$ cat config.mk
export PLATFORM = sky130hd
export DESIGN_NAME = seq_segment_adder
export DESIGN_NICKNAME = d
export VERILOG_FILES = /design/src/rtl/adder_pkg.sv /design/src/rtl/seg_adder.sv /design/src/rtl/seq_segment_adder.sv
export SDC_FILE = /design/constraint.sdc
export NUM_CORES = 1
export LEC_CHECK = 0
export CORE_MARGIN = 10
export CORE_UTILIZATION = 51
export CTS_CLUSTER_SIZE = 40
export DETAILED_ROUTE_END_ITERATION = 8
export PLACE_DENSITY_LB_ADDON = 0.25
export SYNTH_ARGS = -nofsm -noshare
export SYNTH_HDL_FRONTEND = slang
export SYNTH_SLANG_ARGS = --single-unit
$ cat constraint.sdc
create_clock -name clk -period 4.3 [get_ports clk]
set_input_delay 0.86 -clock clk [delete_from_list [all_inputs] [get_ports clk]]
set_output_delay 0.86 -clock clk [all_outputs]
set_load 0.03 [all_outputs]
$ cat src/rtl/adder_pkg.sv
// -----------------------------------------------------------------------------
// adder_pkg
//   Shared definitions for the segmented multi-cycle adder/subtractor.
//   - state_t   : FSM state encoding (IDLE, RUN, DONE), 2 bits wide.
//   - idx_width : width of the segment-index register for a given segment
//                 count. Never returns less than 1 bit, so a single-segment
//                 build still has a legal vector.
// -----------------------------------------------------------------------------
package adder_pkg;

  typedef enum logic [1:0] {
    IDLE = 2'd0,
    RUN  = 2'd1,
    DONE = 2'd2
  } state_t;

  function automatic int idx_width(input int nseg);
    return (nseg <= 1) ? 1 : $clog2(nseg);
  endfunction

endpackage

$ cat src/rtl/seg_adder.sv
// -----------------------------------------------------------------------------
// seg_adder
//   Combinational W-bit ripple-carry adder. Used as the per-cycle adder slice.
// Ports
//   a, b      in  W  addends
//   cin       in  1  carry into bit 0
//   s         out W  sum bits
//   cout      out 1  carry out of bit W-1
//   c_msb_in  out 1  carry into bit W-1 (for two's-complement overflow)
// -----------------------------------------------------------------------------
module seg_adder #(
  parameter int W = 4
) (
  input  logic [W-1:0] a,
  input  logic [W-1:0] b,
  input  logic         cin,
  output logic [W-1:0] s,
  output logic         cout,
  output logic         c_msb_in
);

  // c[i] is the carry into bit i; c[W] is the carry out of the slice.
  logic [W:0] c;

  assign c[0] = cin;

  for (genvar gi = 0; gi < W; gi++) begin : g_bit
    assign s[gi]   = a[gi] ^ b[gi] ^ c[gi];
    assign c[gi+1] = (a[gi] & b[gi]) | (a[gi] & c[gi]) | (b[gi] & c[gi]);
  end

  assign cout     = c[W];
  assign c_msb_in = c[W-1];

endmodule

$ cat src/rtl/seq_segment_adder.sv
// -----------------------------------------------------------------------------
// seq_segment_adder
//   Multi-cycle adder/subtractor. Operands are captured on the accepting edge,
//   then processed SEG_W bits per clock through a single seg_adder slice, with
//   the inter-segment carry held in a register. The result is presented with a
//   valid/ready handshake and held until the consumer takes it.
// Parameters
//   WIDTH   operand/result width (must be a multiple of SEG_W)
//   SEG_W   bits processed per clock
//   SUB_EN  1: sub input honoured, 0: add-only
// Ports
//   clk        in   1      clock, rising edge
//   rst_n      in   1      synchronous active-low reset
//   in_valid   in   1      operand request
//   in_ready   out  1      high in IDLE (and never while rst_n is low)
//   a, b       in   WIDTH  operands
//   cin        in   1      carry-in, add mode only
//   sub        in   1      1: a - b, 0: a + b + cin
//   out_valid  out  1      result available (DONE)
//   out_ready  in   1      consumer accepts result
//   sum        out  WIDTH  result modulo 2**WIDTH
//   cout       out  1      carry out of MSB (subtract: 1 = no borrow)
//   ovf        out  1      two's-complement overflow
// -----------------------------------------------------------------------------
module seq_segment_adder
  import adder_pkg::*;
#(
  parameter int WIDTH  = 16,
  parameter int SEG_W  = 4,
  parameter int SUB_EN = 1
) (
  input  logic             clk,
  input  logic             rst_n,
  input  logic             in_valid,
  output logic             in_ready,
  input  logic [WIDTH-1:0] a,
  input  logic [WIDTH-1:0] b,
  input  logic             cin,
  input  logic             sub,
  output logic             out_valid,
  input  logic             out_ready,
  output logic [WIDTH-1:0] sum,
  output logic             cout,
  output logic             ovf
);

  localparam int NSEG  = WIDTH / SEG_W;
  localparam int IDX_W = idx_width(NSEG);
  localparam logic [IDX_W-1:0] LAST_IDX = IDX_W'(NSEG - 1);

  if ((SEG_W < 1) || (SEG_W > WIDTH) || ((WIDTH % SEG_W) != 0)) begin : g_param_check
    $error("seq_segment_adder: WIDTH must be a positive multiple of SEG_W");
  end

  // ---------------------------------------------------------------------------
  // Registers
  // ---------------------------------------------------------------------------
  state_t             state_q, state_d;
  logic [IDX_W-1:0]   idx_q, idx_d;
  logic [WIDTH-1:0]   a_q, a_d;
  logic [WIDTH-1:0]   b_q, b_d;       // already inverted for subtraction
  logic               carry_q, carry_d;
  logic [WIDTH-1:0]   sum_q, sum_d;
  logic               cout_q, cout_d;
  logic               ovf_q, ovf_d;

  // Subtraction is only honoured when the build enables it.
  logic sub_eff;
  assign sub_eff = (SUB_EN != 0) ? sub : 1'b0;

  // ---------------------------------------------------------------------------
  // Segment views of the latched operands
  // ---------------------------------------------------------------------------
  logic [SEG_W-1:0] a_seg [NSEG];
  logic [SEG_W-1:0] b_seg [NSEG];

  for (genvar gi = 0; gi < NSEG; gi++) begin : g_seg
    assign a_seg[gi] = a_q[gi*SEG_W +: SEG_W];
    assign b_seg[gi] = b_q[gi*SEG_W +: SEG_W];
  end

  // Select the active segment with an explicit compare per segment; this keeps
  // the mux well-defined even when IDX_W can encode more values than NSEG.
  logic [SEG_W-1:0] cur_a;
  logic [SEG_W-1:0] cur_b;

  always_comb begin
    cur_a = '0;
    cur_b = '0;
    for (int k = 0; k < NSEG; k++) begin
      if (idx_q == IDX_W'(k)) begin
        cur_a = a_seg[k];
        cur_b = b_seg[k];
      end
    end
  end

  // ---------------------------------------------------------------------------
  // Per-cycle adder slice
  // ---------------------------------------------------------------------------
  logic [SEG_W-1:0] seg_s;
  logic             seg_cout;
  logic             seg_c_msb_in;

  seg_adder #(
    .W (SEG_W)
  ) u_seg_adder (
    .a        (cur_a),
    .b        (cur_b),
    .cin      (carry_q),
    .s        (seg_s),
    .cout     (seg_cout),
    .c_msb_in (seg_c_msb_in)
  );

  // ---------------------------------------------------------------------------
  // Next-state / datapath logic
  // ---------------------------------------------------------------------------
  always_comb begin
    state_d = state_q;
    idx_d   = idx_q;
    a_d     = a_q;
    b_d     = b_q;
    carry_d = carry_q;
    sum_d   = sum_q;
    cout_d  = cout_q;
    ovf_d   = ovf_q;

    unique case (state_q)
      IDLE: begin
        if (in_valid) begin
          a_d     = a;
          // a - b is computed as a + ~b + 1; cin plays no part then.
          b_d     = sub_eff ? ~b : b;
          carry_d = sub_eff ? 1'b1 : cin;
          idx_d   = '0;
          state_d = RUN;
        end
      end

      RUN: begin
        for (int k = 0; k < NSEG; k++) begin
          if (idx_q == IDX_W'(k)) begin
            sum_d[k*SEG_W +: SEG_W] = seg_s;
          end
        end
        carry_d = seg_cout;
        idx_d   = idx_q + IDX_W'(1);
        if (idx_q == LAST_IDX) begin
          // The top segment's carries give the flags for the whole word.
          cout_d  = seg_cout;
          ovf_d   = seg_c_msb_in ^ seg_cout;
          idx_d   = '0;
          state_d = DONE;
        end
      end

      DONE: begin
        if (out_ready) begin
          state_d = IDLE;
        end
      end

      default: begin
        state_d = IDLE;
      end
    endcase
  end

  // ---------------------------------------------------------------------------
  // State register
  // ---------------------------------------------------------------------------
  always_ff @(posedge clk) begin
    if (!rst_n) begin
      state_q <= IDLE;
      idx_q   <= '0;
      a_q     <= '0;
      b_q     <= '0;
      carry_q <= 1'b0;
      sum_q   <= '0;
      cout_q  <= 1'b0;
      ovf_q   <= 1'b0;
    end else begin
      state_q <= state_d;
      idx_q   <= idx_d;
      a_q     <= a_d;
      b_q     <= b_d;
      carry_q <= carry_d;
      sum_q   <= sum_d;
      cout_q  <= cout_d;
      ovf_q   <= ovf_d;
    end
  end

  // ---------------------------------------------------------------------------
  // Outputs
  // ---------------------------------------------------------------------------
  // in_ready is gated by rst_n so no operand is offered while reset is held.
  assign in_ready  = rst_n && (state_q == IDLE);
  assign out_valid = (state_q == DONE);
  assign sum       = sum_q;
  assign cout      = cout_q;
  assign ovf       = ovf_q;

endmodule

[Word level (Yosys, flattened, before mapping)]
Index checks and enable logic that the tools add are counted.
Storage, ports and cells
  bits of input ports: 38
  memory bits (read-only): 0
  memory bits (writable): 0
  latch bits: 0
  memories: 0
  bits in registers: 55
Operators by class
  add/subtract/negate cells: 1
  $lt $le $gt $ge: 0
  multipliers: 0
  mux-type cells: 19
  bitwise logic cells: 30
  divide/modulo/power cells: 0
  equal/unequal tests: 8
  shift operators: 0
  reductions and logical operators: 11
Operator list (count)
  4-bit two-way mux: 8
  16-bit two-way mux: 1
  16-bit inverter: 1
  1-bit AND: 12
  2-bit AND reduction: 6
  2-bit two-way mux: 5
  1-bit bitwise XOR: 9
  1-bit bitwise OR: 8
  2-bit equality test, second input constant: 3
  2-bit one-hot mux with 3 select lines: 1
  2-bit by 1-bit equality test with 1-bit output, second input constant: 2
  2-bit zero test: 2
  2-bit inequality test, second input constant: 2
  2-bit one-hot mux with 2 select lines: 1
  3-bit AND reduction: 1
  2-bit by 1-bit adder with 2-bit output, second input constant: 1
  1-bit two-way mux: 2
  2-bit by 1-bit inequality test with 1-bit output, second input constant: 1
  1-bit one-hot mux with 2 select lines: 1
  2-bit nonzero test: 1
  1-bit logical AND: 1

[Longest topological paths before layout]
  word-level depth: 18
  gate-level depth with buffers: 16

[Hierarchy]
From an unflattened synthesis, not the netlist that was laid out.
Unflattened totals
  cell total of the unflattened synthesis: 321
  area total of the unflattened synthesis: 2813.9 um^2
By module, submodules not included
  seq_segment_adder: sequential area each 1101.1 um^2, area each 2696.3 um^2, cells an instance 307, instances 1
  seg_adder: sequential area each 0.0 um^2, area each 117.6 um^2, cells an instance 14, instances 1

[Worst setup path before layout]
No wires, ideal clock.
  path kind: register -> register
  start: register idx_q[0]
  end: register sum_q[11] (netlist: sum[11])
  data arrival time: 3.045 ns
  library setup time: 0.059 ns
  path slack: 1.196 ns
  cell stages (with the launch flop): 16
  path through: dfxtp_1 -> inv_1 -> ha_1 -> buf_2 -> clkbuf_1 -> a21oi_1 -> o21ai_0 -> a22oi_1 -> fa_1 -> inv_1 -> fa_1 -> fa_1 -> inv_1 -> fa_1 -> nand2_1 -> o211a_1
Between the ends
  longest elaborated chain between the ends: 15
  elaborated cells between the ends (all ways): 30
Ends and longest elaborated chain
  start, declared: line seq_segment_adder.sv:59  | logic [IDX_W-1:0] idx_q, idx_d;
  start signal, assigned: line seq_segment_adder.sv:185  | idx_q <= idx_d;
  2-bit zero test: line seq_segment_adder.sv:91  | if (idx_q == IDX_W'(k)) begin
  4-bit two-way mux (4 in series): line seq_segment_adder.sv:91
  1-bit AND: line seg_adder.sv:29  | assign c[gi+1] = (a[gi] & b[gi]) | (a[gi] & c[gi]) | (b[gi] & c[gi]);
  1-bit bitwise OR (2 in series): line seg_adder.sv:29
  1-bit AND: line seg_adder.sv:29
  1-bit bitwise OR (2 in series): line seg_adder.sv:29
  1-bit AND: line seg_adder.sv:29
  1-bit bitwise OR (2 in series): line seg_adder.sv:29
  1-bit bitwise XOR: line seg_adder.sv:28  | assign s[gi] = a[gi] ^ b[gi] ^ c[gi];
  end signal, assigned: line seq_segment_adder.sv:189  | sum_q <= sum_d;
  end, declared: line seq_segment_adder.sv:63  | logic [WIDTH-1:0] sum_q, sum_d;
Several ways; a longest one is shown, not always the timed one.
A chain may end at the register's enable or synchronous reset.

[Worst setup path after layout]
  start: register idx_q[0]
  end: register sum_q[3] (netlist: sum[3])
Between the ends
  longest elaborated chain between the ends: 15
  elaborated cells between the ends (all ways): 30
Ends and longest elaborated chain (line)
  2-bit zero test: seq_segment_adder.sv:91, seq_segment_adder.sv:143
  4-bit two-way mux (4 in series): seq_segment_adder.sv:91
  1-bit AND: seg_adder.sv:29
  1-bit bitwise OR (2 in series): seg_adder.sv:29
  1-bit AND: seg_adder.sv:29
  1-bit bitwise OR (2 in series): seg_adder.sv:29
  1-bit AND: seg_adder.sv:29
  1-bit bitwise OR (2 in series): seg_adder.sv:29
  1-bit bitwise XOR: seg_adder.sv:28
Several ways; a longest one is shown, not always the timed one.

==> summary.txt <==
Status - finished clean
Root Driver - clkbuf_8
Yosys Warn Count - 0
Fin nets - 392
Top_reg_cell synth - dfxtp_1
Pin count of the biggest net entering global routing - 55
Post-route cell area - 3330 um^2
First-pass GRT wire length - 10100 um
Syn_nets - 351
Synth Instances - 305
Distinct cells, synth - 33
IO buf count - 57
Max Freq - 309 MHz
Hold-fix buffers, CTS - 0
LEAKAGE - 1.44 nW
Count leader, synth - nand2_1
CTS Sinks - 55
Unrepaired setup endpoints after global routing - false
Skew-Pair Late Insertion Delay - 0.31 ns
Post-DP Area - 3250 um^2
Period utilisation layout - 75.3%
Rows - 26
Postcts setup bufs - 0
Skew final - 0.00373 ns
Worst slew pin tran - 0.975 ns
Vias in the first global route - 2149
Post-synth top area share - 40.4%
Detailed Route WL - 5990 um
Final setup violation count - 0
Final GP Congestion - 0.842
DRC viols - 0
Seq/Total Area, Yosys - 40.4%
Ys async rst share - 0%
Setup CP Type - reg -> reg
Final-report hold violation count - 0
Peak supply drop - 181 uV
Initial cell density of the core - 53.0%
Worst path arrival time - 3.49 ns
Startpoint types - register
All-Layer GR Usage - 14.0%
Most frequent cells after synthesis - nand2_1, dfxtp_1, o211a_1, xnor2_1
Filler cells - 474
Total vias in the final route - 2158
CTS tree - done
Area Growth Syn to Fin - 22.3%
Worst Path Required - 4.56 ns
Setup TNS - 0 ns
Top cells by area, synth - dfxtp_1, nand2_1, o211a_1
Max-cap violations - 0
Crit-path max FO - 17
Worst hold path type - reg -> reg
Area of the multi-input gates - 1410 um^2
Global route overflow - 0
Seq cells post-synth - 55
Vias per cell - 5.18
Antenna diode count - 0
Drt pass-1 iters - 4
Post-layout min period - 3.24 ns
Dominant cell type by area after synthesis - dfxtp_1
Relative slew slack - 34.9%
Share of cells above drive strength 1 - 4.03%
Synth Area per Inst - 8.93 um^2
I/O pin cnt - 58
Post-synth EDFFs - 0
Clock Path Buffers - 2
DR WL/cell - 14.4 um
Post-Syn Area - 2720 um^2
DRT iter0 DRCs - 118
H-tree depth - 2
Die H - 93.1 um
Initial antenna violation count - 0
Post-DRT Antenna Nets - 0
Die W - 93.1 um
Die area - 8660 um^2
Power per standard cell area - 314 nW/um^2
CTS Buf Count - 5
Post-cts sizing count - 0
Clk slew on worst S/H paths - 0.09 ns
DPL Wire Length - 4520 um
FF+latch area - 1100 um^2
Fin. max-slew vios - 0
Crit end category - register
Core Box Area - 5140 um^2
## final timing paths
kind / startpoint / end / slack, ns / cells after the start
setup / recovery: idx_q[0]$_SDFFE_PN0P_ / sum[3]$_SDFFE_PN0P_ / 1.06 / 13
hold / removal: a_q[8]$_SDFFE_PN0P_ / a_q[8]$_SDFFE_PN0P_ / 0.46 / 2
setup reg to reg: idx_q[0]$_SDFFE_PN0P_ / sum[3]$_SDFFE_PN0P_ / 1.06 / 13
hold reg to reg: a_q[8]$_SDFFE_PN0P_ / a_q[8]$_SDFFE_PN0P_ / 0.46 / 2
## layout by cell type (no fill, tap or decap)
cell type,Yosys,layout
and3b_1,4,4
nor2_1,2,2
dfxtp_1,55,55
a22oi_1,4,4
or3_1,1,1
mux2_2,1,1
nor3b_4,1,1
o21bai_1,1,1
a2bb2oi_1,1,1
o211a_1,21,21
nor2b_1,12,12
nand2_1,70,70
a21boi_0,1,1
xnor2_1,17,17
o21ai_0,9,9
clkbuf_8,0,5
and3_1,4,4
nand4_1,1,1
mux2i_1,10,10
inv_1,15,15
ha_1,4,4
nand2b_1,2,2
fa_1,4,4
buf_4,3,3
or3b_4,1,1
o21a_1,1,1
a21boi_1,16,16
o21ai_1,1,1
clkinv_2,0,3
clkdlybuf4s50_1,0,57
a22o_1,4,4
a21oi_1,16,16
## where the power goes
part | leakage [nW] | switching [W] | internal, W | total (W)
registers | 0.451 | 0.0000201 | 0.000540 | 0.000560
logic | 0.941 | 0.000106 | 0.000108 | 0.000214
clock network | 0.0477 | 0.000159 | 0.000112 | 0.000271
## critical path: stages (launching register included)
cell	delay (ns)
dfxtp_1	0.40
inv_1	0.08
ha_1	0.38
a21oi_1	0.19
o21ai_0	0.10
a22oi_1	0.21
fa_1	0.21
inv_1	0.05
fa_1	0.37
fa_1	0.41
inv_1	0.08
fa_1	0.46
nand2_1	0.10
o211a_1	0.14
## stage by stage
stage	instances	hold WS, ns	setup WS [ns]	util, %	power, W
floorplan	305	0.435	1.20	-	0.000712
global placement	409	0.445	1.17	63.1	0.000783
detailed placement	409	0.450	1.09	63.1	0.000787
CTS	417	0.463	1.06	64.8	0.00106
global route	417	0.475	0.846	64.8	0.00110
finish	417	0.461	1.06	64.8	0.00104
## layout make-up
cell class | count | share of cell area [%]
repair buffers | 60 | 17.8
clock inverters | 3 | 0.451
flip-flops and latches | 55 | 33.1
multi-input cells | 209 | 42.3
well taps | 70 | 2.63
clock buffers | 5 | 2.07
inverters | 15 | 1.69
## state kept, by name, indices dropped and copies added, names as in the netlist
name,flops
a_q,16
idx_q,2
b_q,16
sum,16
state_q,2
carry_q,1
ovf,1
cout,1
## logic make-up after synthesis
logic type	count (synthesis)	synth area share, %
DFF	55	40.4
AOI/OAI and AO/OA	75	20.5
muxes	11	4.09
buffers and inverters	41	7.86
xor gates and xnor gates	17	5.47
and+or+nand+nor	98	16.9
adders and majority gates	8	4.78
## per-layer routing
metal	routed length, um	share of wire, %	vias to the layer above	GRT usage (%)
met4	60	1.0	0	3.86
met5	0	0	-	0
li1	-	-	1095	-
met2	2780	46	58	23.3
met1	2840	47	998	16.9
met3	310	5.2	7	4.40
No activity file was read; power rests on OpenSTA's default activity.
